==> config.mk <==
export PLATFORM = sky130hd
export DESIGN_NAME = adpll_pi
export DESIGN_NICKNAME = d
export VERILOG_FILES = /design/src/rtl/adpll_pi.sv
export SDC_FILE = /design/constraint.sdc
export NUM_CORES = 1
export LEC_CHECK = 0
export CAP_MARGIN = 15
export CORE_ASPECT_RATIO = 2
export CORE_UTILIZATION = 56
export DETAILED_ROUTE_END_ITERATION = 12
export HOLD_SLACK_MARGIN = 0.1
export PLACE_DENSITY_LB_ADDON = 0.3
export SYNTH_ARGS = -nofsm -noshare
export SYNTH_HDL_FRONTEND = slang
export SYNTH_SLANG_ARGS = --single-unit
==> constraint.sdc <==
create_clock -name i_clk -period 5.4 [get_ports i_clk]
set_clock_uncertainty 0.15 [all_clocks]
set_input_delay 1.08 -clock i_clk [delete_from_list [all_inputs] [get_ports i_clk]]
set_output_delay 1.08 -clock i_clk [all_outputs]
set_load 0.1 [all_outputs]
==> src/rtl/adpll_pi.sv <==
// adpll_pi: all-digital PLL core with a PI loop filter.
// An NCO phase accumulator is phase-compared against a synchronised reference
// edge; the error drives a proportional + integral correction of the FCW.
// Optional feature macro: ADPLL_HOLDOVER_EN (reference-loss timeout/holdover).
module adpll_pi #(
    parameter int              ACC_W    = 24,
    parameter int              ERR_W    = 12,
    parameter logic [ACC_W-1:0] FCW_INIT = 24'h010000,
    parameter logic [ACC_W-1:0] FCW_MIN  = 24'h008000,
    parameter logic [ACC_W-1:0] FCW_MAX  = 24'h018000,
    parameter int              KP_SH    = 2,
    parameter int              KI_SH    = 6,
    parameter int              LOCK_TOL = 16,
    parameter int              LOCK_CNT = 16,
    parameter int              REF_TMO  = 1024
) (
    input  logic             i_clk,
    input  logic             i_rst_n,
    input  logic             i_rf,
    input  logic             i_en,
    output logic             o_gen,
    output logic             o_lock,
    output logic [ACC_W-1:0] o_fcw,
    output logic             o_holdover
);

    // two guard bits so the unclipped FCW can be compared without overflow
    localparam int XW  = ACC_W + 2;
    localparam int LCW = $clog2(LOCK_CNT + 1);
    localparam logic signed [XW-1:0] INIT_X = {2'b00, FCW_INIT};
    localparam logic signed [XW-1:0] MIN_X  = {2'b00, FCW_MIN};
    localparam logic signed [XW-1:0] MAX_X  = {2'b00, FCW_MAX};
    localparam logic [LCW-1:0]   LOCK_MAX = LCW'(LOCK_CNT);
    localparam logic [ERR_W-1:0] TOL      = ERR_W'(LOCK_TOL);

    logic [2:0]              rf_sync;
    logic                    ref_tick;
    logic                    upd;
    logic [ACC_W-1:0]        acc;
    logic signed [ACC_W-1:0] integ;
    logic signed [ERR_W-1:0] err, p_term, i_term;
    logic [ERR_W-1:0]        err_mag;
    logic signed [XW-1:0]    integ_nx, fcw_raw;
    logic [ACC_W-1:0]        fcw_sat;
    logic                    clip;
    logic                    in_tol;
    logic [LCW-1:0]          lock_cnt;
    logic                    hold_set;

    // rf_sync[1:0] is the synchroniser, rf_sync[2] the edge-detect history
    assign ref_tick = rf_sync[1] & ~rf_sync[2];
    assign upd      = i_en & ref_tick;

    // accumulator top bits with MSB flipped: zero when o_gen is just rising
    assign err     = {~acc[ACC_W-1], acc[ACC_W-2 -: ERR_W-1]};
    assign p_term  = err >>> KP_SH;
    assign i_term  = err >>> KI_SH;
    assign err_mag = err[ERR_W-1] ? -err : err;   // unsigned, so -2^(ERR_W-1) maps to 2^(ERR_W-1)
    assign in_tol  = err_mag < TOL;

    assign integ_nx = XW'(integ) + XW'(i_term);
    assign fcw_raw  = INIT_X - (integ_nx + XW'(p_term));
    assign o_gen    = acc[ACC_W-1];

    // clip the new FCW; flag it so the integrator can hold (anti-windup)
    always_comb begin
        fcw_sat = fcw_raw[ACC_W-1:0];
        clip    = 1'b0;
        if (fcw_raw < MIN_X) begin
            fcw_sat = FCW_MIN;
            clip    = 1'b1;
        end else if (fcw_raw > MAX_X) begin
            fcw_sat = FCW_MAX;
            clip    = 1'b1;
        end
    end

    // reference synchroniser and edge history
    always_ff @(posedge i_clk or negedge i_rst_n) begin
        if (!i_rst_n) rf_sync <= '0;
        else          rf_sync <= {rf_sync[1:0], i_rf};
    end

    // NCO phase accumulator, free-running while enabled
    always_ff @(posedge i_clk or negedge i_rst_n) begin
        if (!i_rst_n)  acc <= '0;
        else if (!i_en) acc <= '0;
        else           acc <= acc + o_fcw;
    end

    // PI loop filter: update integrator and FCW once per reference edge
    always_ff @(posedge i_clk or negedge i_rst_n) begin
        if (!i_rst_n) begin
            integ <= '0;
            o_fcw <= FCW_INIT;
        end else if (!i_en) begin
            integ <= '0;
            o_fcw <= FCW_INIT;
        end else if (upd) begin
            if (!clip) integ <= integ_nx[ACC_W-1:0];
            o_fcw <= fcw_sat;
        end
    end

    // lock detector: consecutive in-tolerance edges, any miss clears it
    always_ff @(posedge i_clk or negedge i_rst_n) begin
        if (!i_rst_n) begin
            lock_cnt <= '0;
            o_lock   <= 1'b0;
        end else if (!i_en) begin
            lock_cnt <= '0;
            o_lock   <= 1'b0;
        end else if (upd) begin
            if (in_tol) begin
                if (lock_cnt != LOCK_MAX) lock_cnt <= lock_cnt + LCW'(1);
                o_lock <= (lock_cnt >= LOCK_MAX - LCW'(1));
            end else begin
                lock_cnt <= '0;
                o_lock   <= 1'b0;
            end
        end else if (hold_set) begin
            lock_cnt <= '0;
            o_lock   <= 1'b0;
        end
    end

`ifdef ADPLL_HOLDOVER_EN
    localparam int TCW = $clog2(REF_TMO + 1);
    logic [TCW-1:0] tmo_cnt;

    // fires on the cycle the timeout counter reaches REF_TMO
    assign hold_set = i_en & ~ref_tick & (tmo_cnt == TCW'(REF_TMO - 1));

    // cycles since the last reference edge; saturates at the timeout
    always_ff @(posedge i_clk or negedge i_rst_n) begin
        if (!i_rst_n) begin
            tmo_cnt    <= '0;
            o_holdover <= 1'b0;
        end else if (!i_en || ref_tick) begin
            tmo_cnt    <= '0;
            o_holdover <= 1'b0;
        end else begin
            if (tmo_cnt != TCW'(REF_TMO)) tmo_cnt <= tmo_cnt + TCW'(1);
            if (hold_set) o_holdover <= 1'b1;
        end
    end
`else
    // timeout length only matters when holdover is built in
    localparam int unused_ref_tmo = REF_TMO;
    assign hold_set   = 1'b0;
    assign o_holdover = 1'b0;
`endif

endmodule

==> run_results.csv <==
group,metric,value,unit
power_and_ir_drop,seqPwrFrac,18.6,%
layout,multi_input_area,5804,um^2
logic_synthesis,synth_area,7248,um^2
logic_synthesis,synthArstFlopShare,100.0,%
sta,hold_ws,0.2021,ns
power_and_ir_drop,swShare,43.64,%
clocking,path_clk_slew,0.07,ns
placed_design,preCtsSetupSlack,-0.6033,ns
logic_synthesis,synth-edff-count,0,
setup_path,crit_end,"integ[23]",
power_and_ir_drop,combPwrFrac,61.0,%
placed_design,dpl.hpwl,16770,um
route,drc,0,
setup_path,r2r_cells,23,
floorplan,coreArea,12630,um^2
logic_synthesis,synth_xor_area_share,6.042,%
route,wire_per_inst,21.71,um
layout,seqCellArea,2032,um^2
clocking,clockBufferDepth,2,
hold_path,hp-start,"rf_sync[0]",
setup_path,end_kind,"flip-flop",
clocking,h-tree-depth,3,
setup_path,startpoint_type,"flip-flop",
sta,finalCriticalPeriod,5.554,ns
setup_path,cp-startpoint,"acc[23]",
layout,layout.nets,1062,
power_and_ir_drop,powerDensity,353.6,nW/um^2
power_and_ir_drop,p_int,1.938,mW
layout,postLayoutCoreUtil,77.00,%
placed_design,gp_congestion,0.9733,
sta,tightest_slew,1.135,ns
global_routing,track_usage,35.55,%
power_and_ir_drop,switching_power,1.501,mW
power_and_ir_drop,vdd.ir_drop.worst,0.3078,mV
sta,fin_ws,-0.1542,ns
logic_synthesis,yosys_warnings,0,
power_and_ir_drop,p_total,3.438,mW
logic_synthesis,syn_avg_cell_area,8.619,um^2
outcome,status,"finished, violations left",
logic_synthesis,synth_simple_gate_area_share,18.32,%
sta,setup-violations-final,23,
logic_synthesis,synth_seq_cells,81,
layout,stdcell_count,1111,
setup_path,cp.required,5.51,ns
clocking,cts_tree,"built",
layout,drive_gt1_share,27.16,%
sta,maxSlewHeadroom,23.36,%
setup_path,worstPathArrival,5.66,ns
logic_synthesis,synthCells,841,
power_and_ir_drop,power_leakage,4.410,nW
job,max_cap_violations,0,
power_and_ir_drop,pwr-share-clk,20.4,%
sta,max_freq,180.0,MHz
clocking,clock_latency,0.35,ns
layout,area_delta_synth_final,34.14,%
sta,finalCritPeriodShare,102.9,%
logic_synthesis,synth_area_leader_cell,"dfrtp_1",
floorplan,ioPinCount,31,
logic_synthesis,yosys.area.top_type_share,27.62,%
logic_synthesis,syn_nets,947,
placed_design,dp.cells,1080,
logic_synthesis,synth-seq-area-share,27.98,%
outcome,violations,"setup timing",
hold_path,hold_depth,0,
sta,hold_violations,0,
logic_synthesis,synth_cell_type_count,66,
setup_path,crit_type,"flip-flop to flip-flop",
logic_synthesis,synth_ff_type,"dfrtp_1",
floorplan,dieArea,13430,um^2
global_routing,grt_max_degree,82,
setup_path,crit_fanout,35,
setup_path,rr_endpoint,"integ[23]",
setup_path,regToRegStartpoint,"acc[23]",
route,drt-total-wl,24120,um
route,first_pass_iters,7,
logic_synthesis,synth_most_common_cell,"ha_1",
placed_design,io_buffer_count,29,
global_routing,grt_pass1_vias,7574,
sta,rsz0062_at_grt,"yes",
logic_synthesis,ys_top_cells_by_area,"dfrtp_1 28%, ha_1 17%, a21oi_1 6.1%",
route,ant_nets,0,
global_routing,antenna_found_initial,0,
clocking,numCtsBuffers,9,
route,first_iter_violations,399,
global_routing,grt_first_pass_wirelength,35780,um
logic_synthesis,synthTopCellsByCount,"99 x ha_1, 88 x a21oi_1, 80 x dfrtp_1",
route,post_drt_via_cell_ratio,6.630,
layout,nFillCells,834,
logic_synthesis,synth_top_family_by_area,"compound AO/OA/AOI/OAI gates",
setup_path,rrSetupSlack,-0.15,ns
clocking,cts_sinks,81,
hold_path,worstHoldPathType,"flip-flop to flip-flop",
logic_synthesis,synth-compound-area-share,24.98,%
layout,n_antenna_cell,0,
clocking,cts_root_buffer,"clkbuf_16",
floorplan,start_util,57.40,%
route,via_count,7366,
sta,slew_viol_final,0,
floorplan,num_rows,58,
logic_synthesis,synth_mux_area_share,0.5697,%
logic_synthesis,synthAdderAreaFrac,17.92,%
floorplan,die_y,162.9,um
global_routing,grt_overflow,0,
floorplan,die_w,82.45,um
## repair_timing
| item | CTS | global route |
|---|---|---|
| pin swaps | 25 | 40 |
| resized for setup | 64 | 77 |
| gates cloned | 1 | 0 |
| endpoints found under the setup margin | 41 | 40 |
| hold buffers | 0 | 0 |
| setup buffers | 5 | 8 |
## sequential cells by signal, summed over array words and instances (netlist names)
| name | flops |
|---|---|
| acc | 24 |
| integ | 24 |
| lock_cnt | 5 |
| o_fcw | 24 |
| o_lock | 1 |
| rf_sync | 3 |
## worst max-delay path: stages (launching register included)
cell	delay (ns)
dfrtp_4	0.43
clkinvlp_4	0.09
buf_12	0.15
ha_4	0.30
nand2_4	0.06
nor4_4	0.29
a21oi_2	0.10
buf_4	0.15
a21o_1	0.19
a311o_1	0.40
and3_4	0.17
a311oi_4	0.30
ha_1	0.32
ha_4	0.27
nor3_4	0.14
a211oi_2	0.08
and4_1	0.22
or4_4	0.52
a21oi_4	0.15
nand4_1	0.12
buf_6	0.17
buf_8	0.16
or3_1	0.34
a21oi_1	0.18
## final cells by class
type                    instances  area share, %
flip-flops and latches         81          20.90
well taps                     150          1.930
clock inverters                 7          1.094
clock buffers                   9          2.316
inverters                      43          1.699
multi-input cells             686          59.70
repair buffers                135          12.37
## power by group through the flow
| stage | Clock [mW] | Combinational, mW | Sequential, mW |
|---|---|---|---|
| floorplan | 0 | 1.07 | 0.676 |
| CTS | 0.705 | 1.90 | 0.637 |
| global route | 0.726 | 2.25 | 0.639 |
| global placement | 0 | 1.71 | 0.648 |
| finish | 0.702 | 2.10 | 0.638 |
| detailed placement | 0 | 1.73 | 0.649 |
## layer usage
layer  wire (um)  track usage [%]  share of wire [%]  vias up
met1        7734            33.07                 32     3539
met2       13280            65.44                 55      328
li1            -                -                  -     3352
met4        1936            26.95                8.0        0
met5           0                0                  0        -
met3        1176            5.658                4.9      147
## worst min-delay path by stage
stage	to	slack (ns)
6_report	rf_sync[1]	0.20
3_5_place_dp	rf_sync[1]	0.19
3_3_place_gp	rf_sync[1]	0.19
2_1_floorplan	rf_sync[1]	0.18
4_1_cts	rf_sync[1]	0.20
5_1_grt	rf_sync[1]	0.22
## through the flow
step / area, um^2 / TNS, ns
floorplan: 7467 / -9.033
detailed placement: 8526 / -18.78
finish: 9723 / -1.951
CTS: 9259 / -0.1179
global route: 9723 / -9.357
global placement: 8526 / -13.45
## cell families after synthesis
group,count (synthesis)
simple gates,251
flops,81
xor+xnor,50
compound gates,278
fa+ha+maj,102
mux,4
buf+inv,74
other cells,1
## placed cells by master (no fill, tap or decap), drive strengths merged, types with 10 or more instances in the layout
| cell | synthesis | layout |
|---|---|---|
| a31oi | 10 | 10 |
| nor3 | 17 | 17 |
| and2 | 11 | 11 |
| and3 | 21 | 21 |
| a21o | 32 | 32 |
| inv | 43 | 45 |
| nand3 | 26 | 26 |
| o21a | 12 | 12 |
| dfrtp | 80 | 80 |
| buf | 12 | 107 |
| xnor2 | 30 | 30 |
| ha | 99 | 99 |
| o21ai | 60 | 60 |
| xor2 | 20 | 20 |
| nor2b | 10 | 10 |
| clkdlybuf4s50 | 0 | 28 |
| a21oi | 88 | 88 |
| nor2 | 53 | 53 |
| nand2 | 39 | 39 |
| or3 | 29 | 29 |
| a211oi | 10 | 10 |
No activity file was read; power rests on OpenSTA's default activity.
